--- config.mk ---
export PLATFORM = sky130hd
export DESIGN_NAME = ram2e_host
export DESIGN_NICKNAME = d
export VERILOG_FILES = /design/src/rtl/ram2e_host.sv
export SDC_FILE = /design/constraint.sdc
export NUM_CORES = 1
export LEC_CHECK = 0
export CORE_AREA = 2 2 104 106
export DETAILED_ROUTE_END_ITERATION = 6
export DIE_AREA = 0 0 106 108
export PLACE_DENSITY = 0.78
export REMOVE_ABC_BUFFERS = 1
export SLEW_MARGIN = 5
export SYNTH_ARGS = -nofsm -noshare
export SYNTH_HDL_FRONTEND = slang
export SYNTH_SLANG_ARGS = --single-unit
--- constraint.sdc ---
create_clock -name C14M -period 3.3 [get_ports C14M]
set_clock_uncertainty 0.2 [all_clocks]
set_input_delay 0.495 -clock C14M [delete_from_list [all_inputs] [get_ports C14M]]
set_output_delay 0.495 -clock C14M [all_outputs]
set_load 0.02 [all_outputs]
--- src/rtl/ram2e_host.sv ---
// Apple IIe auxiliary-slot bus initiator that exercises a RAM2E card: PHI1, muxed
// DRAM addresses, control strobes, read/video capture and the RAMWorks $C073 sequence.
module ram2e_host #(
    parameter bit LONG_CYCLE = 1'b1
) (
    input  logic        C14M,
    input  logic        Reset,
    output logic        PHI1,
    output logic [7:0]  Ain,
    output logic [7:0]  Din,
    output logic        nEN80,
    output logic        nWE80,
    output logic        nWE,
    output logic        nC07X,
    input  logic [7:0]  Dout,
    input  logic [7:0]  Vout,
    input  logic [15:0] VA,
    output logic [7:0]  VData,
    output logic        VValid,
    input  logic        Req,
    input  logic        ReqWE,
    input  logic        ReqAux,
    input  logic [15:0] ReqA,
    input  logic [7:0]  ReqD,
    output logic        Ack,
    output logic [7:0]  RData,
    output logic        RValid,
    input  logic        CmdReq,
    input  logic [7:0]  CmdByte,
    input  logic [7:0]  CmdArg,
    input  logic        CmdHasArg,
    output logic        CmdBusy,
    output logic        CmdDone
);
    localparam int unsigned T_W   = 4;
    localparam int unsigned CYC_W = 7;
    localparam int unsigned K_W   = 3;
    localparam logic [T_W-1:0]   T_END      = T_W'(13);
    localparam logic [T_W-1:0]   T_LONG_END = T_W'(15);
    localparam logic [CYC_W-1:0] LAST_CYC   = CYC_W'(64);
    localparam logic [15:0]      CMD_ADDR   = 16'hC073;

    typedef enum logic {S_IDLE, S_SEQ} seq_state_t;

    seq_state_t     r_state, w_state_n;
    logic [T_W-1:0] r_t, w_t_n;
    logic [CYC_W-1:0] r_cyc, w_cyc_n;
    logic [K_W-1:0] r_k, w_k_n, w_k_eff, w_k_last;
    logic [7:0]     r_cmd_byte, w_cmd_byte_n, r_cmd_arg, w_cmd_arg_n;
    logic           r_has_arg, w_has_arg_n;
    logic [15:0]    r_va, w_va_n;
    logic           r_slot_cpu, w_slot_cpu_n, r_slot_seq, w_slot_seq_n;
    logic           r_we, w_we_n, r_aux, w_aux_n;
    logic [15:0]    r_a, w_a_n;
    logic [7:0]     r_d, w_d_n;
    logic           w_long, w_seq_go, w_act, w_done_n;
    logic [7:0]     w_seq_byte;

    logic           r_phi1, w_phi1_n;
    logic [7:0]     r_ain, w_ain_n, r_din, w_din_n;
    logic           r_nen80, w_nen80_n, r_nwe80, w_nwe80_n, r_nwe, w_nwe_n, r_nc07x, w_nc07x_n;
    logic [7:0]     r_vdata, w_vdata_n, r_rdata, w_rdata_n;
    logic           r_vvalid, w_vvalid_n, r_ack, w_ack_n, r_rvalid, w_rvalid_n;
    logic           r_busy, w_busy_n, r_done;

    // RAMWorks unlock preamble followed by the command and optional argument
    always_comb begin
        w_k_eff = (r_state == S_IDLE) ? '0 : r_k;
        case (w_k_eff)
            K_W'(0): w_seq_byte = 8'hFF;
            K_W'(1): w_seq_byte = 8'h00;
            K_W'(2): w_seq_byte = 8'h55;
            K_W'(3): w_seq_byte = 8'hAA;
            K_W'(4): w_seq_byte = 8'hC1;
            K_W'(5): w_seq_byte = 8'hAD;
            K_W'(6): w_seq_byte = r_cmd_byte;
            default: w_seq_byte = r_cmd_arg;
        endcase
    end

    always_comb begin
        w_long  = LONG_CYCLE && (r_cyc == LAST_CYC);
        w_t_n   = r_t + T_W'(1);
        w_cyc_n = r_cyc;
        if (r_t == (w_long ? T_LONG_END : T_END)) begin
            w_t_n   = '0;
            w_cyc_n = (r_cyc == LAST_CYC) ? '0 : r_cyc + CYC_W'(1);
        end
        w_va_n = (r_t == T_W'(12)) ? VA : r_va;

        w_state_n    = r_state;
        w_k_n        = r_k;
        w_cmd_byte_n = r_cmd_byte;
        w_cmd_arg_n  = r_cmd_arg;
        w_has_arg_n  = r_has_arg;
        w_done_n     = 1'b0;
        w_k_last     = r_has_arg ? K_W'(7) : K_W'(6);
        w_seq_go     = (r_state == S_SEQ) || ((r_state == S_IDLE) && CmdReq);
        if ((r_state == S_IDLE) && CmdReq) begin
            w_state_n    = S_SEQ;
            w_k_n        = '0;
            w_cmd_byte_n = CmdByte;
            w_cmd_arg_n  = CmdArg;
            w_has_arg_n  = CmdHasArg;
        end
        if ((r_t == T_W'(12)) && r_slot_seq) begin
            if (r_k == w_k_last) begin
                w_state_n = S_IDLE;
                w_done_n  = 1'b1;
            end else begin
                w_k_n = r_k + K_W'(1);
            end
        end

        // slot ownership is settled at the edge ending T4; the sequencer has priority
        w_slot_cpu_n = r_slot_cpu;
        w_slot_seq_n = r_slot_seq;
        w_we_n       = r_we;
        w_aux_n      = r_aux;
        w_a_n        = r_a;
        w_d_n        = r_d;
        w_ack_n      = 1'b0;
        if (r_t == T_W'(4)) begin
            w_slot_seq_n = w_seq_go;
            w_slot_cpu_n = !w_seq_go && Req;
            w_ack_n      = !w_seq_go && Req;
            if (w_seq_go) begin
                w_we_n = 1'b1; w_aux_n = 1'b0; w_a_n = CMD_ADDR; w_d_n = w_seq_byte;
            end else if (Req) begin
                w_we_n = ReqWE; w_aux_n = ReqAux; w_a_n = ReqA; w_d_n = ReqD;
            end else begin
                w_we_n = 1'b0; w_aux_n = 1'b0; w_a_n = '0; w_d_n = '0;
            end
        end

        w_act     = (w_slot_cpu_n || w_slot_seq_n) && (w_t_n >= T_W'(5)) && (w_t_n <= T_W'(12));
        w_phi1_n  = (w_t_n <= T_W'(6));
        case (w_t_n)
            T_W'(1), T_W'(2), T_W'(3), T_W'(4):           w_ain_n = w_va_n[15:8];
            T_W'(5), T_W'(6), T_W'(7):                    w_ain_n = w_a_n[7:0];
            T_W'(8), T_W'(9), T_W'(10), T_W'(11), T_W'(12): w_ain_n = w_a_n[15:8];
            default:                                      w_ain_n = w_va_n[7:0];
        endcase
        w_nwe_n    = w_act ? !w_we_n : 1'b1;
        w_nen80_n  = w_act ? !w_aux_n : 1'b1;
        w_nwe80_n  = w_act ? !(w_aux_n && w_we_n) : 1'b1;
        w_nc07x_n  = w_act ? (w_a_n[15:4] != 12'hC07) : 1'b1;
        w_din_n    = (w_act && w_we_n) ? w_d_n : 8'h00;
        w_rdata_n  = ((r_t == T_END) && r_slot_cpu && r_aux && !r_we) ? Dout : r_rdata;
        w_rvalid_n = (w_t_n == '0) && r_slot_cpu && r_aux && !r_we;
        w_vdata_n  = (r_t == T_W'(8)) ? Vout : r_vdata;
        w_vvalid_n = (w_t_n == T_W'(9));
        w_busy_n   = (w_state_n == S_SEQ);
    end

    always_ff @(posedge C14M) begin
        if (Reset) begin
            r_state <= S_IDLE;   r_t <= T_W'(7);    r_cyc <= '0;       r_k <= '0;
            r_cmd_byte <= '0;    r_cmd_arg <= '0;   r_has_arg <= 1'b0; r_va <= '0;
            r_slot_cpu <= 1'b0;  r_slot_seq <= 1'b0; r_we <= 1'b0;     r_aux <= 1'b0;
            r_a <= '0;           r_d <= '0;         r_phi1 <= 1'b0;    r_ain <= '0;
            r_din <= '0;         r_nen80 <= 1'b1;   r_nwe80 <= 1'b1;   r_nwe <= 1'b1;
            r_nc07x <= 1'b1;     r_vdata <= '0;     r_rdata <= '0;     r_vvalid <= 1'b0;
            r_ack <= 1'b0;       r_rvalid <= 1'b0;  r_busy <= 1'b0;    r_done <= 1'b0;
        end else begin
            r_state <= w_state_n;   r_t <= w_t_n;           r_cyc <= w_cyc_n;         r_k <= w_k_n;
            r_cmd_byte <= w_cmd_byte_n; r_cmd_arg <= w_cmd_arg_n; r_has_arg <= w_has_arg_n; r_va <= w_va_n;
            r_slot_cpu <= w_slot_cpu_n; r_slot_seq <= w_slot_seq_n; r_we <= w_we_n;   r_aux <= w_aux_n;
            r_a <= w_a_n;           r_d <= w_d_n;           r_phi1 <= w_phi1_n;       r_ain <= w_ain_n;
            r_din <= w_din_n;       r_nen80 <= w_nen80_n;   r_nwe80 <= w_nwe80_n;     r_nwe <= w_nwe_n;
            r_nc07x <= w_nc07x_n;   r_vdata <= w_vdata_n;   r_rdata <= w_rdata_n;     r_vvalid <= w_vvalid_n;
            r_ack <= w_ack_n;       r_rvalid <= w_rvalid_n; r_busy <= w_busy_n;       r_done <= w_done_n;
        end
    end

    assign PHI1 = r_phi1;     assign Ain = r_ain;       assign Din = r_din;
    assign nEN80 = r_nen80;   assign nWE80 = r_nwe80;   assign nWE = r_nwe;     assign nC07X = r_nc07x;
    assign VData = r_vdata;   assign VValid = r_vvalid; assign Ack = r_ack;
    assign RData = r_rdata;   assign RValid = r_rvalid; assign CmdBusy = r_busy; assign CmdDone = r_done;
endmodule

**After elaboration in Yosys (flattened, before gate mapping)**

Index checks and enable logic that the tools add are counted.

- Register bits after elaboration: 117
- Latch bits: 0
- Memory bits (writable): 0
- Bits in read-only memories: 0
- Input port bits: 79
- Memories kept: 0

- Add/subtract/negate cells: 3
- Multiply operators: 0
- Divide/modulo/power cells: 0
- Magnitude comparators: 3
- Equality and inequality tests: 26
- Shifts and indexed selects: 0
- Multiplexer cells: 29
- Bitwise logic cells: 5
- Reduce and logical (&&, ||, !) cells: 29

Operators by type and width:

| operator | number |
|---|---|
| 16-bit two-way mux | 4 |
| 8-bit case mux with 7 select lines | 1 |
| 4-bit equality test (second input constant) | 8 |
| 8-bit two-way mux | 3 |
| 8-bit case mux with 3 select lines | 1 |
| 4-bit by 3-bit equality test with 1-bit output (second input constant) | 5 |
| 1-bit logical AND | 13 |
| 1-bit two-way mux | 13 |
| 3-bit two-way mux | 4 |
| 12-bit inequality test (second input constant) | 1 |
| 3-bit equality test (second input constant) | 3 |
| 4-bit by 2-bit equality test with 1-bit output (second input constant) | 2 |
| 2-bit OR reduction | 4 |
| 7-bit by 1-bit adder with 7-bit output (second input constant) | 1 |
| 7-bit equality test (second input constant) | 1 |
| 7-bit two-way mux | 1 |
| 3-bit by 2-bit equality test with 1-bit output (second input constant) | 2 |
| 1-bit zero test | 5 |
| 1-bit NOT | 5 |
| 5-bit OR reduction | 1 |
| 4-bit by 1-bit adder with 4-bit output (second input constant) | 1 |
| 4-bit by 1-bit equality test with 1-bit output (second input constant) | 1 |
| 4-bit equality test | 1 |
| 4-bit by 3-bit greater-or-equal comparator with 1-bit output (second input constant) | 1 |
| other kinds (12) | 13 |

**Longest topological paths before layout**

- Depth after elaboration: 12
- Gate-level depth with buffers: 10
- Gate-level depth less buffers: 8

**Worst setup path before layout**

OpenSTA, ideal clock, no wires.

- Kind: flip-flop to flip-flop
- From: register r_cyc[2]
- To: register r_nc07x, in the netlist nC07X
- Setup time: 0.134 ns
- Arrival: 2.364 ns
- Data required time: 2.966 ns
- Path slack: 0.601 ns
- Cell stages (with the launch flop): 8
- Buffers on the path: 1
- Clock period less this slack: 2.699 ns
- Cell sequence: dfxtp_1 > or4_4 > o21ba_1 > or3_1 > buf_6 > nor2_4 > o211ai_2 > or4_1

- Longest elaborated chain between the ends: 9

Ends and longest elaborated chain:

| item | line | source |
|---|---|---|
| start: declaration | 47 | `logic [CYC_W-1:0] r_cyc, w_cyc_n;` |
| start signal: assignment | 166 | `r_state <= w_state_n; r_t <= w_t_n; r_cyc <= w_cyc_n; r_k <= w_k_n;` |
| 7-bit equality test * | 82 | `w_long = LONG_CYCLE && (r_cyc == LAST_CYC);` |
| 2-bit two-way mux * | 85 | `if (r_t == (w_long ? T_LONG_END : T_END)) begin` |
| 4-bit equality test * | 85 |  |
| 4-bit two-way mux * | 85 |  |
| 4-bit by 3-bit greater-or-equal comparator with 1-bit output | 136 | `w_act = (w_slot_cpu_n \|\| w_slot_seq_n) && (w_t_n >= T_W'(5)) && (w_t_n <= T_W'(12));` |
| 1-bit logical AND | 136 |  |
| 1-bit logical AND * | 136 |  |
| 1-bit NOT (no source line) * | n/a |  |
| 2-bit OR reduction (no source line) * | n/a |  |
| end signal: assignment | 171 | `r_nc07x <= w_nc07x_n; r_vdata <= w_vdata_n; r_rdata <= w_rdata_n; r_vvalid <= w_vvalid_n;` |
| end: declaration | 61 | `logic r_nen80, w_nen80_n, r_nwe80, w_nwe80_n, r_nwe, w_nwe_n, r_nc07x, w_nc07x_n;` |

Every way passes the cells marked *; elsewhere a longest branch is shown, timed or not.
A chain may end at the register's enable or synchronous reset.

**Final worst setup path**

Same ends and word-level chain as after synthesis.

==> run_results.csv <==
group,metric,value,unit
global_routing,first_global_vias,4476,
yosys,synth.top_cell.area_share,0.472,
yosys,synth_async_sr_flop_share,0,
sta,setup_viols_final,0,
sta,fin_max_slew_vios,0,
global_routing,groute.usage.overall,0.238,
placement,numPlacedInstances,797,
power,ir_drop,327,uV
yosys,number_of_flops_mapped_to_enable_cells_by_yosys,0,
worst_setup_path,startpoint_class_of_the_critical_path,"register",
floorplan,area_of_the_die,0.0114,sq mm
hold_path,timing.hold.worst.class,"in -> reg",
worst_setup_path,worst_path_largest_cell_delay,0.57,ns
clock_network,cts_hold_repair.buffers,0,
global_routing,grt_overflow,0,
sta,post-route-min-period,2.93,ns
layout,num-nets-final,765,
floorplan,die_height,108,um
layout,final_std_cell_area_no_fill,0.00687,sq mm
clock_network,postCtsResizedCells,0,
yosys,post_synthesis_sequential_area_ratio,0.472,
floorplan,initial_util,0.485,
placement,post-dp-hpwl,9550,um
worst_setup_path,crit_chain,"or4_4 > o21ba_1 > or3_1 > nor2_4 > o211ai_2 > or4_1",
drt,dr.pass1.iters,5,
global_routing,grt_antenna_before_repair,0,
flow_run,max-cap-violations,0,
placement,dp_slack,0.414,ns
placement,buffer_ports.inserted,120,
power,power_per_cell_area,580,mW/mm^2
yosys,synth_flop_cell,"sky130_fd_sc_hd__dfxtp_1",
worst_setup_path,setup.worst_path.end_class,"register",
layout,antenna_cells,0,
global_routing,grt_start_max_net_pins,99,
global_routing,grt_pass1_wl,21400,um
clock_network,cts_max_path_buffers,2,
worst_setup_path,critPathArrivalTime,3.12,ns
worst_setup_path,criticalPathCategory,"reg -> reg",
sta,relSlewSlack,0.513,
drt,drt-vias-per-instance,5.54,
yosys,synth_cell_types,57,
clock_network,clock_insertion_delay_worst_skew,0.52,ns
yosys,synth_warnings,0,
floorplan,top_level_ports,121,
worst_setup_path,worst_path_fanout_max,7,
drt,drt.antenna.violating_nets,0,
yosys,yosysTopAreaCell,"sky130_fd_sc_hd__dfxtp_1",
layout,finalNonFillerCells,829,
layout,num-fill-cells,816,
drt,finalWirelength,13400,um
placement,placed_area,0.00628,sq mm
yosys,mappedNetlistArea,0.00497,sq mm
clock_network,clock_sink_count,117,
yosys,ys_seq_elements,117,
clock_network,cts_tree,"yes",
sta,achievable-frequency,341,MHz
yosys,synth_top_cells_by_area,"sky130_fd_sc_hd__dfxtp_1, sky130_fd_sc_hd__mux2i_1, sky130_fd_sc_hd__nand2_1, sky130_fd_sc_hd__a21oi_1, sky130_fd_sc_hd__nor2_1",
sta,final.period_utilization,0.889,
power,power.total,3.98,mW
layout,syn_to_final_growth,38.3,%
placement,gpl.final_weighted_congestion,0.862,
sta,setup_tns_final,0,ns
drt,drt_drc_violations_left,0,
layout,most_common_cell_after_layout_fill_and_taps_aside,"sky130_fd_sc_hd__clkdlybuf4s50_1",
sta,unrepaired_setup_endpoints_after_global_routing,"false",
yosys,netlist_instances,566,
clock_network,cts-buffers-inserted,17,
sta,finalHoldViolations,0,
sta,transition_time_of_the_tightest_slew_check_pin,0.730,ns
drt,detailedRoute.firstIterationViolations,198,
drt,dr_total_vias,4591,
layout,commonest_cells_after_routing_fill_and_taps_aside,"sky130_fd_sc_hd__clkdlybuf4s50_1, sky130_fd_sc_hd__dfxtp_1, sky130_fd_sc_hd__nand2_1",
sta,setup_slack,0.367,ns
clock_network,clock_tree.htree_level_count,4,
layout,drive_above_1_share,0.0895,
power,p_leak,2.66,nW
yosys,postSynthAreaPerCell,8.77,sq um
clock_network,clock_tree.root_cell,"sky130_fd_sc_hd__clkbuf_8",
floorplan,die_width,106,um
clock_network,cts_setup_buffers,0,
clock_network,reg_clk_slew_reported_paths,0.06,ns
floorplan,num_rows,37,
floorplan,core,0.0102,sq mm
worst_setup_path,timing.critical_path.slowest_stage_cell,"sky130_fd_sc_hd__or4_4",
worst_setup_path,worstPathRequired,3.49,ns
drt,wl_per_cell,16.2,um
outcome,run_status,"complete, no violations",
==> cell families after synthesis <==
group	synth area share
AOI/OAI and AO/OA	0.168
xor gates and xnor gates	0.0123
adders and majority gates	0.0151
buffers and inverters	0.0385
DFF	0.472
muxes	0.0718
and+or+nand+nor	0.223
==> final cells by class <==
cell class                      count  area [sq um]  share of cell area
Clock inverter                     15           169              0.0246
Inverter                            9          33.8             0.00492
Clock buffer                       17           414              0.0603
Multi-Input combinational cell    402          2430               0.354
Sequential cell                   117          2340               0.341
Timing Repair Buffer              133          1310               0.190
Tap cell                          136           170              0.0248
==> cell usage after synthesis, types with 7 or more instances <==
| master | n |
|---|---|
| sky130_fd_sc_hd__a211oi_1 | 7 |
| sky130_fd_sc_hd__a21oi_1 | 51 |
| sky130_fd_sc_hd__a221oi_1 | 11 |
| sky130_fd_sc_hd__clkbuf_1 | 30 |
| sky130_fd_sc_hd__dfxtp_1 | 117 |
| sky130_fd_sc_hd__inv_1 | 9 |
| sky130_fd_sc_hd__mux2i_1 | 30 |
| sky130_fd_sc_hd__nand2_1 | 75 |
| sky130_fd_sc_hd__nand3_1 | 24 |
| sky130_fd_sc_hd__nor2_1 | 66 |
| sky130_fd_sc_hd__nor2b_1 | 21 |
| sky130_fd_sc_hd__o21ai_0 | 11 |
==> worst max-delay path, delay by kind of cell, from the launching register on <==
kind | cells | cell delay, ns
compound gates | 2 | 0.35
simple gates | 4 | 1.89
flops | 1 | 0.35
==> final timing paths <==
path,from,end,slack (ns),cells past startpoint
worst min-delay path,Reset,r_a[15],0.06,2
worst max-delay path,r_cyc[2],nC07X,0.37,6
worst min register to register,r_cmd_byte[6],r_cmd_byte[6],0.26,2
worst max register to register,r_cyc[2],nC07X,0.37,6
==> power breakdown <==
part           switching, mW  internal (mW)  total (mW)  leakage (nW)
clock network          0.709           1.09        1.80         0.279
logic                  0.352          0.300       0.652          1.43
registers             0.0476           1.48        1.53         0.949
total                   1.11           2.87        3.98          2.66
==> per-stage QoR <==
step	utilization	hold slack [ns]
floorplan	-	0.227
global placement	0.614	0.242
finish	0.671	0.0585
global route	0.671	0.0543
detailed placement	0.614	0.252
CTS	0.671	0.0414
==> sequential cells by signal, summed over array words and instances, names as in the netlist, 7 cells and up <==
name	count
r_a	16
r_va	16
Ain	8
Din	8
RData	8
VData	8
r_cmd_arg	8
r_cmd_byte	8
r_d	8
r_cyc	7
==> routing by layer <==
layer	GRT usage	routed length, um	vias up
met1	0.293	5660	2163
met4	0.0799	181	0
li1	-	-	2232
met2	0.413	6830	180
met5	0	0	-
met3	0.0542	760	16
Note: power is estimated with default switching activity, not from simulation.
